**config.mk**
```make
export PLATFORM = sky130hd
export DESIGN_NAME = btn_scan
export DESIGN_NICKNAME = d
export VERILOG_FILES = /design/src/rtl/btn_scan.sv
export SDC_FILE = /design/constraint.sdc
export NUM_CORES = 1
export LEC_CHECK = 0
export ABC_AREA = 1
export CORE_ASPECT_RATIO = 1.1
export CORE_MARGIN = 2
export CORE_UTILIZATION = 45
export CTS_BUF_LIST = sky130_fd_sc_hd__clkbuf_4 sky130_fd_sc_hd__clkbuf_8
export CTS_CLUSTER_SIZE = 24
export DETAILED_ROUTE_END_ITERATION = 6
export GPL_ROUTABILITY_DRIVEN = 0
export REMOVE_ABC_BUFFERS = 1
export SLEW_MARGIN = 20
export SYNTH_ARGS = -nofsm -noshare
export SYNTH_HDL_FRONTEND = slang
export SYNTH_SLANG_ARGS = --single-unit
```
**constraint.sdc**
```tcl
create_clock -name CLK -period 2.3 [get_ports CLK]
set_input_delay 0.23 -clock CLK [delete_from_list [all_inputs] [get_ports CLK]]
set_output_delay 0.23 -clock CLK [all_outputs]
set_load 0.05 [all_outputs]
```
**src/rtl/btn_scan.sv**
```systemverilog
// btn_scan: N-channel debouncer (TICK=sample strobe every DIV CLKs; IN raw, LEVEL debounced, PRESS/RELEASE one-CLK pulses; RST sync active-high), auto-repeat under BTN_SCAN_REPEAT_EN
module btn_scan #(
  parameter int N = 4,
  parameter int DIV = 1250000,
  parameter int STABLE = 2,
  parameter logic [N-1:0] ACT_LOW = '1,
  parameter int REP_DLY = 20,
  parameter int REP_RATE = 4
) (
  input  logic         CLK,
  input  logic         RST,
  input  logic [N-1:0] IN,
  output logic [N-1:0] LEVEL,
  output logic [N-1:0] PRESS,
  output logic [N-1:0] RELEASE,
  output logic         TICK
);
  localparam int DW = DIV > 1 ? $clog2(DIV) : 1;
  localparam int SW = $clog2(STABLE + 1);
  localparam logic [DW-1:0] LAST = DW'(DIV - 1);
  localparam logic [SW-1:0] STOP = SW'(STABLE - 1);
  logic [DW-1:0] cnt, cnt_nxt;
  logic [N-1:0] s1, s2, x;
  assign cnt_nxt = cnt == LAST ? '0 : cnt + 1'b1;
  assign x = s2 ^ ACT_LOW;
  always_ff @(posedge CLK)
    if (RST) begin
      cnt <= '0;
      TICK <= 1'b0;
      s1 <= ACT_LOW;
      s2 <= ACT_LOW;
    end else begin
      cnt <= cnt_nxt;
      TICK <= cnt_nxt == LAST;
      s1 <= IN;
      s2 <= s1;
    end
`ifdef BTN_SCAN_REPEAT_EN
  localparam int RMAX = REP_DLY > REP_RATE ? REP_DLY : REP_RATE;
  localparam int RW = RMAX > 1 ? $clog2(RMAX) : 1;
`endif
  for (genvar i = 0; i < N; i++) begin : g_ch
    logic [SW-1:0] sc;
    logic lv, pr, rl, flip, rep_hit;
    assign flip = TICK && x[i] != lv && sc == STOP;
`ifdef BTN_SCAN_REPEAT_EN
    logic [RW-1:0] rc;
    logic rep;
    assign rep_hit = TICK && lv && !flip && rc == (rep ? RW'(REP_RATE - 1) : RW'(REP_DLY - 1));
    always_ff @(posedge CLK)
      if (RST || !lv || flip) begin
        rc <= '0;
        rep <= 1'b0;
      end else if (TICK) begin
        rc <= rep_hit ? '0 : rc + 1'b1;
        rep <= rep | rep_hit;
      end
`else
    assign rep_hit = 1'b0;
`endif
    always_ff @(posedge CLK)
      if (RST) begin
        sc <= '0;
        lv <= 1'b0;
        pr <= 1'b0;
        rl <= 1'b0;
      end else begin
        sc <= !TICK ? sc : (x[i] == lv || flip) ? '0 : sc + 1'b1;
        lv <= lv ^ flip;
        pr <= (flip & ~lv) | rep_hit;
        rl <= flip & lv;
      end
    assign LEVEL[i] = lv;
    assign PRESS[i] = pr;
    assign RELEASE[i] = rl;
  end
endmodule

```
==> impl_metrics.ini, run 1 <==
[power_and_ir_drop]
p_leak_nw = 1.09
ir_drop_v = 0.000276
netSwitchingPower_mw = 0.334
intPower_mw = 1.22
seqPwrFrac_pct = 56.7
pwr-share-clk_pct = 40.3
power_frac_comb_pct = 3.0
power_density_nw_per_um2 = 555
switching_share_pct = 21.5

[clock_network]
clock_path_buffers = 2
cts-resized-gates = 0
cts_setup_buffers = 0
worstSkewPairLatency_ns = 0.31
clock_sinks = 50
tritoncts = done
cts_buffers = 5
root_buffer = clkbuf_8
ctsHoldBuffers = 0
clk_pin_slew_ns = 0.10
htreeDepth = 2

[status]
status = completed

[sta]
period_needed_ns = 1.87
fin_setup_tns_ns = 0
fin_skew_ns = 0.0144
max_freq_mhz = 536
slew_headroom_pct = 66.9
hold_violations = 0
slew_viol_final = 0
fin_crit_sh_pct = 81.2
rsz0062_at_grt = no
max_slew.worst_pin.slew_ns = 0.495
setup_violations = 0

[route]
drt-total-wl_um = 4500
dr.pass1.iters = 4
drt_iter0_markers = 51
via_per_inst = 4.53
drc = 0
num_vias = 1925
wire_per_inst_um = 10.6
antenna_left = 0

[die]
die_x_um = 75.2
std_cell_rows = 28
chipHeight_um = 82.4
core_area_um2 = 5400
start_util_pct = 46.5
die-area_um2 = 6190
io_pins = 19

[finish]
fin_nets = 368
utilization_pct = 52.0
diodes = 0
drive_above_1_share_pct = 16.0
n_fill_cell = 580
area_delta_synth_final_pct = 11.8

[worst_setup_path]
slowest_delay_ns = 0.85
cp.arrival_ns = 1.64
path_class = reg -> out
required_ns = 2.07
r2r-end = TICK
crit_path_max_fanout = 6
cpMaxStageDelayCell = clkdlybuf4s50_1
end_kind = output pin
path_cells = clkdlybuf4s50_1
reg2reg_depth = 10
cp-start-kind = register
crit_buf_inv = 1
crit-reg2reg-launch = cnt[0]
crit_family = buffers and inverters
r2r_slack_ns = 0.58

[synthesis]
synth_area_um2 = 2510
synth_seq_area_share_pct = 39.9
ys_ff_latch = 50
ys_top_cells_by_count = nor2_1, nand2_1, dfxtp_1
syn_inst = 338
avgSynthCellArea_um2 = 7.43
synth_simple_gate_area_share_pct = 36.4
synthFlopType = dfxtp_1
synth_edf_count = 0
synth-compound-area-share_pct = 3.29
netlist_top_cells_area = dfxtp_1, nor2_1, nand2_1
synth_most_common_cell = nor2_1
synth.distinct_cells = 22
synthMuxAreaShare_pct = 0
synth_top_family_by_area = simple AND/OR/NAND/NOR gates
synthArstFlopShare_pct = 0
ys_warn_count = 0
synth_xor_xnor_area_share_pct = 2.79
synth_top_area_share_pct = 39.9
synthAdderAreaFrac_pct = 6.48
yosysTopAreaCell = dfxtp_1

[place]
hpwlAfterDp_um = 3450
place.port_buffers = 18

[global_routing]
grt_max_degree = 32
grt-ovfl-total = 0
grt_pass1_vias = 1707
grt_use_total_pct = 16.4
grt_pass1_wl_um = 7470
antenna_found_initial = 0

[worst_hold_path]
holdPathEnd = s2[0]
hold_start = s1[0]
hold_class = reg -> reg
whs_path_depth = 1

[run]
maxCapViolations = 0
[kinds of logic after synthesis]
logic type | after synthesis
adder cells (fa/ha/maj) | 13
flip-flops | 50
AND/OR/NAND/NOR | 190
buffers and inverters | 63
XOR/XNOR | 8
AO/OA/AOI/OAI | 14
[state kept, by name, indices dropped and copies added (netlist names)]
| signal | flops |
|---|---|
| cnt | 21 |
| g_ch.sc | 8 |
| g_ch.lv | 4 |
| g_ch.pr | 4 |
| g_ch.rl | 4 |
| s1 | 4 |
| s2 | 4 |
| TICK | 1 |
[power groups by stage]
| stage | Sequential, mW | Combinational (mW) | Clock, mW |
|---|---|---|---|
| after global placement | 0.903 | 0.0467 | 0 |
| after global routing | 0.884 | 0.0524 | 0.687 |
| after detailed placement | 0.903 | 0.0479 | 0 |
| final | 0.883 | 0.0473 | 0.627 |
| after CTS | 0.883 | 0.0480 | 0.651 |
| after floorplan | 0.902 | 0.0223 | 0 |
[worst max path at each step]
stage / start / end / slack [ns] / cells after the start
floorplan: TICK / g_ch[0].lv / 0.64 / 6
global placement: cnt[0] / TICK / 0.64 / 10
detailed placement: cnt[0] / TICK / 0.58 / 10
CTS: TICK / TICK / 0.40 / 1
global route: TICK / TICK / 0.36 / 1
finish: TICK / TICK / 0.43 / 1
[cell type report]
type	count	area, µm²	share of cell area [%]
Sequential cell	50	1000	35.7
Clock buffer	5	68.8	2.45
Clock inverter	3	43.8	1.56
Timing Repair Buffer	20	195	6.95
Multi-Input combinational cell	225	1230	43.8
Tap cell	75	93.8	3.34
Inverter	47	176	6.28
[layout by cell type, fill, tap and decap left out, drive strengths merged]
cell and n:
nand2 68, nand4 4, nor2 88, o21bai 1
a211oi 4, o21ai 3, dfxtp 50, clkinv 1
a21oi 6, buf 2, xor2 5, nand3 22
inv 48, clkdlybuf4s50 18, or2 8, bufinv 1
ha 13, clkbuf 5, xnor2 3
[metrics by stage]
step	instance area (µm²)	setup WS (ns)	power, mW	hold slack (ns)	cells
detailed placement	2700	0.582	0.951	0.393	417
floorplan	2410	0.640	0.924	0.297	322
global route	2810	0.356	1.62	0.418	425
global placement	2700	0.644	0.950	0.393	417
finish	2810	0.433	1.56	0.416	425
CTS	2810	0.403	1.58	0.417	425
[per-layer routing]
| layer | vias to the layer above | GRT usage (%) | routed length, µm | share of wire (%) |
|---|---|---|---|---|
| met4 | 0 | 8.25 | 125 | 2.8 |
| met3 | 11 | 3.64 | 123 | 2.7 |
| met1 | 848 | 18.7 | 2110 | 47 |
| met2 | 29 | 28.5 | 2150 | 48 |
| met5 | - | 0 | 0 | 0 |
| li1 | 1037 | - | - | - |
Note: power is estimated with default switching activity, not from simulation.
==> run 2: changes to the inputs <==
--- a/config.mk
+++ b/config.mk
@@ -13,6 +13,7 @@
 export CTS_CLUSTER_SIZE = 24
 export DETAILED_ROUTE_END_ITERATION = 6
 export GPL_ROUTABILITY_DRIVEN = 0
+export PLACE_DENSITY = 0.66
 export REMOVE_ABC_BUFFERS = 1
 export SLEW_MARGIN = 20
 export SYNTH_ARGS = -nofsm -noshare
==> constraint.sdc (replaced) <==
create_clock -name CLK -period 1.6 [get_ports CLK]
set_input_delay 0.16 -clock CLK [delete_from_list [all_inputs] [get_ports CLK]]
set_output_delay 0.16 -clock CLK [all_outputs]
set_load 0.05 [all_outputs]
==> impl_metrics.ini, run 2 (synthesized netlist as in run 1, its figures left out) <==
[sta]
period_needed_ns = 1.49
setup_violations = 0
max_freq_mhz = 669
fin_crit_sh_pct = 93.4
slew_headroom_pct = 66.4
setup_slack_ns = 0.106
hold_violations = 0
fin_skew_ns = 0.00624
fin_setup_tns_ns = 0
rsz0062_at_grt = no
whs_ns = 0.410
max_slew.worst_pin.slew_ns = 0.503
slew_viol_final = 0

[route]
via_per_inst = 4.69
dr.pass1.iters = 4
num_vias = 2024
drt_iter0_markers = 70
drt-total-wl_um = 4680
wire_per_inst_um = 10.8
antenna_left = 0
drc = 0

[global_routing]
grt_pass1_vias = 1919
grt-ovfl-total = 0
antenna_found_initial = 0
grt_max_degree = 41
grt_pass1_wl_um = 7860
grt_use_total_pct = 16.8

[finish]
diodes = 0
layout_commonest_cell = nor2_1
fin_nets = 375
utilization_pct = 54.7
largest_reg_flops = 21
top_regs = cnt x21, g_ch.sc x8
top_register = cnt
n_fill_cell = 565
layout_common_cells = nor2_1, nand2_1, inv_1, dfxtp_1, nand3_1
area_delta_synth_final_pct = 17.5
drive_above_1_share_pct = 24.4

[status]
status = completed

[power_and_ir_drop]
pwr-share-clk_pct = 44.5
power_density_nw_per_um2 = 829
switching_share_pct = 19.4
ir_drop_v = 0.000431
netSwitchingPower_mw = 0.474
p_leak_nw = 1.29
power_frac_comb_pct = 3.5
intPower_mw = 1.97
seqPwrFrac_pct = 52.0

[clock_network]
clock_path_buffers = 2
tritoncts = done
cts_setup_buffers = 0
root_buffer = clkbuf_8
worstSkewPairLatency_ns = 0.30
clock_sinks = 50
cts_buffers = 5
htreeDepth = 2
clk_pin_slew_ns = 0.09
ctsHoldBuffers = 0

[worst_setup_path]
required_ns = 1.85
cp-start-kind = register
r2r-end = TICK
r2r_slack_ns = 0.11
crit-reg2reg-launch = cnt[1]
reg2reg_depth = 9
end_kind = register
path_class = reg -> reg
cp.arrival_ns = 1.75
crit_path_max_fanout = 3

[worst_hold_path]
hold_class = in -> reg
hold_start = IN[1]
holdPathEnd = s1[1]
whs_path_depth = 2

[place]
place.port_buffers = 18
hpwlAfterDp_um = 3620
pre_cts_slack_ns = 0.00720

[die]
die-area_um2 = 6190
std_cell_rows = 28
core_area_um2 = 5400
chipHeight_um = 82.4
die_x_um = 75.2
io_pins = 19
start_util_pct = 46.5

[run]
maxCapViolations = 0
-- run 2: what timing repair did --
action | 4_1_cts | 5_1_grt
endpoints found under the setup margin | 1 | 16
pin swaps | 0 | 3
resized for setup | 1 | 25
-- run 2: power groups by stage --
| stage | clock network [mW] | logic [mW] | registers (mW) |
|---|---|---|---|
| after global placement | 0 | 0.0821 | 1.30 |
| after CTS | 1.10 | 0.0837 | 1.27 |
| after global routing | 1.16 | 0.0965 | 1.27 |
| after detailed placement | 0 | 0.0826 | 1.30 |
| after floorplan | 0 | 0.0321 | 1.30 |
| final | 1.09 | 0.0861 | 1.27 |
-- run 2: layer usage --
metal	up-vias	track usage (%)	routed length, µm	part of all wire [%]
met5	-	0	0	0
met4	0	6.49	141	3.0
met3	15	4.37	176	3.8
met2	35	30.4	2320	50
met1	923	18.5	2040	44
li1	1051	-	-	-
-- run 2: cell type report --
cell class	instances	area [µm²]	area share (%)
Timing Repair Buffer	27	263	8.91
Clock buffer	6	82.6	2.80
Tap cell	75	93.8	3.18
Sequential cell	50	1020	34.4
Inverter	47	176	5.98
Clock inverter	2	60.1	2.04
Multi-Input combinational cell	225	1260	42.7
-- run 2: worst max-delay path by stage --
stage                       to  depth (start not counted)       start
floorplan           g_ch[0].lv                          6        TICK
global placement          TICK                         10      cnt[0]
detailed placement        TICK                         10      cnt[0]
CTS                   PRESS[2]                          1  g_ch[2].pr
global route              TICK                         10     cnt[13]
finish                    TICK                          9      cnt[1]
-- run 2: metrics by stage --
| stage | power [mW] | instances | cell area [µm²] |
|---|---|---|---|
| after floorplan | 1.33 | 322 | 2410 |
| after global placement | 1.38 | 424 | 2750 |
| after detailed placement | 1.38 | 424 | 2750 |
| after CTS | 2.46 | 432 | 2890 |
| after global routing | 2.53 | 432 | 2950 |
| final | 2.45 | 432 | 2950 |
-- run 2: critical path, stage by stage, from the launching register on --
cell     delay [ns]
dfxtp_2        0.36
buf_4          0.11
nand2_2        0.06
nor2_4         0.18
nand3_2        0.13
xor2_1         0.21
nand2_1        0.09
nor2_1         0.14
nand3_2        0.09
nor2_2         0.07
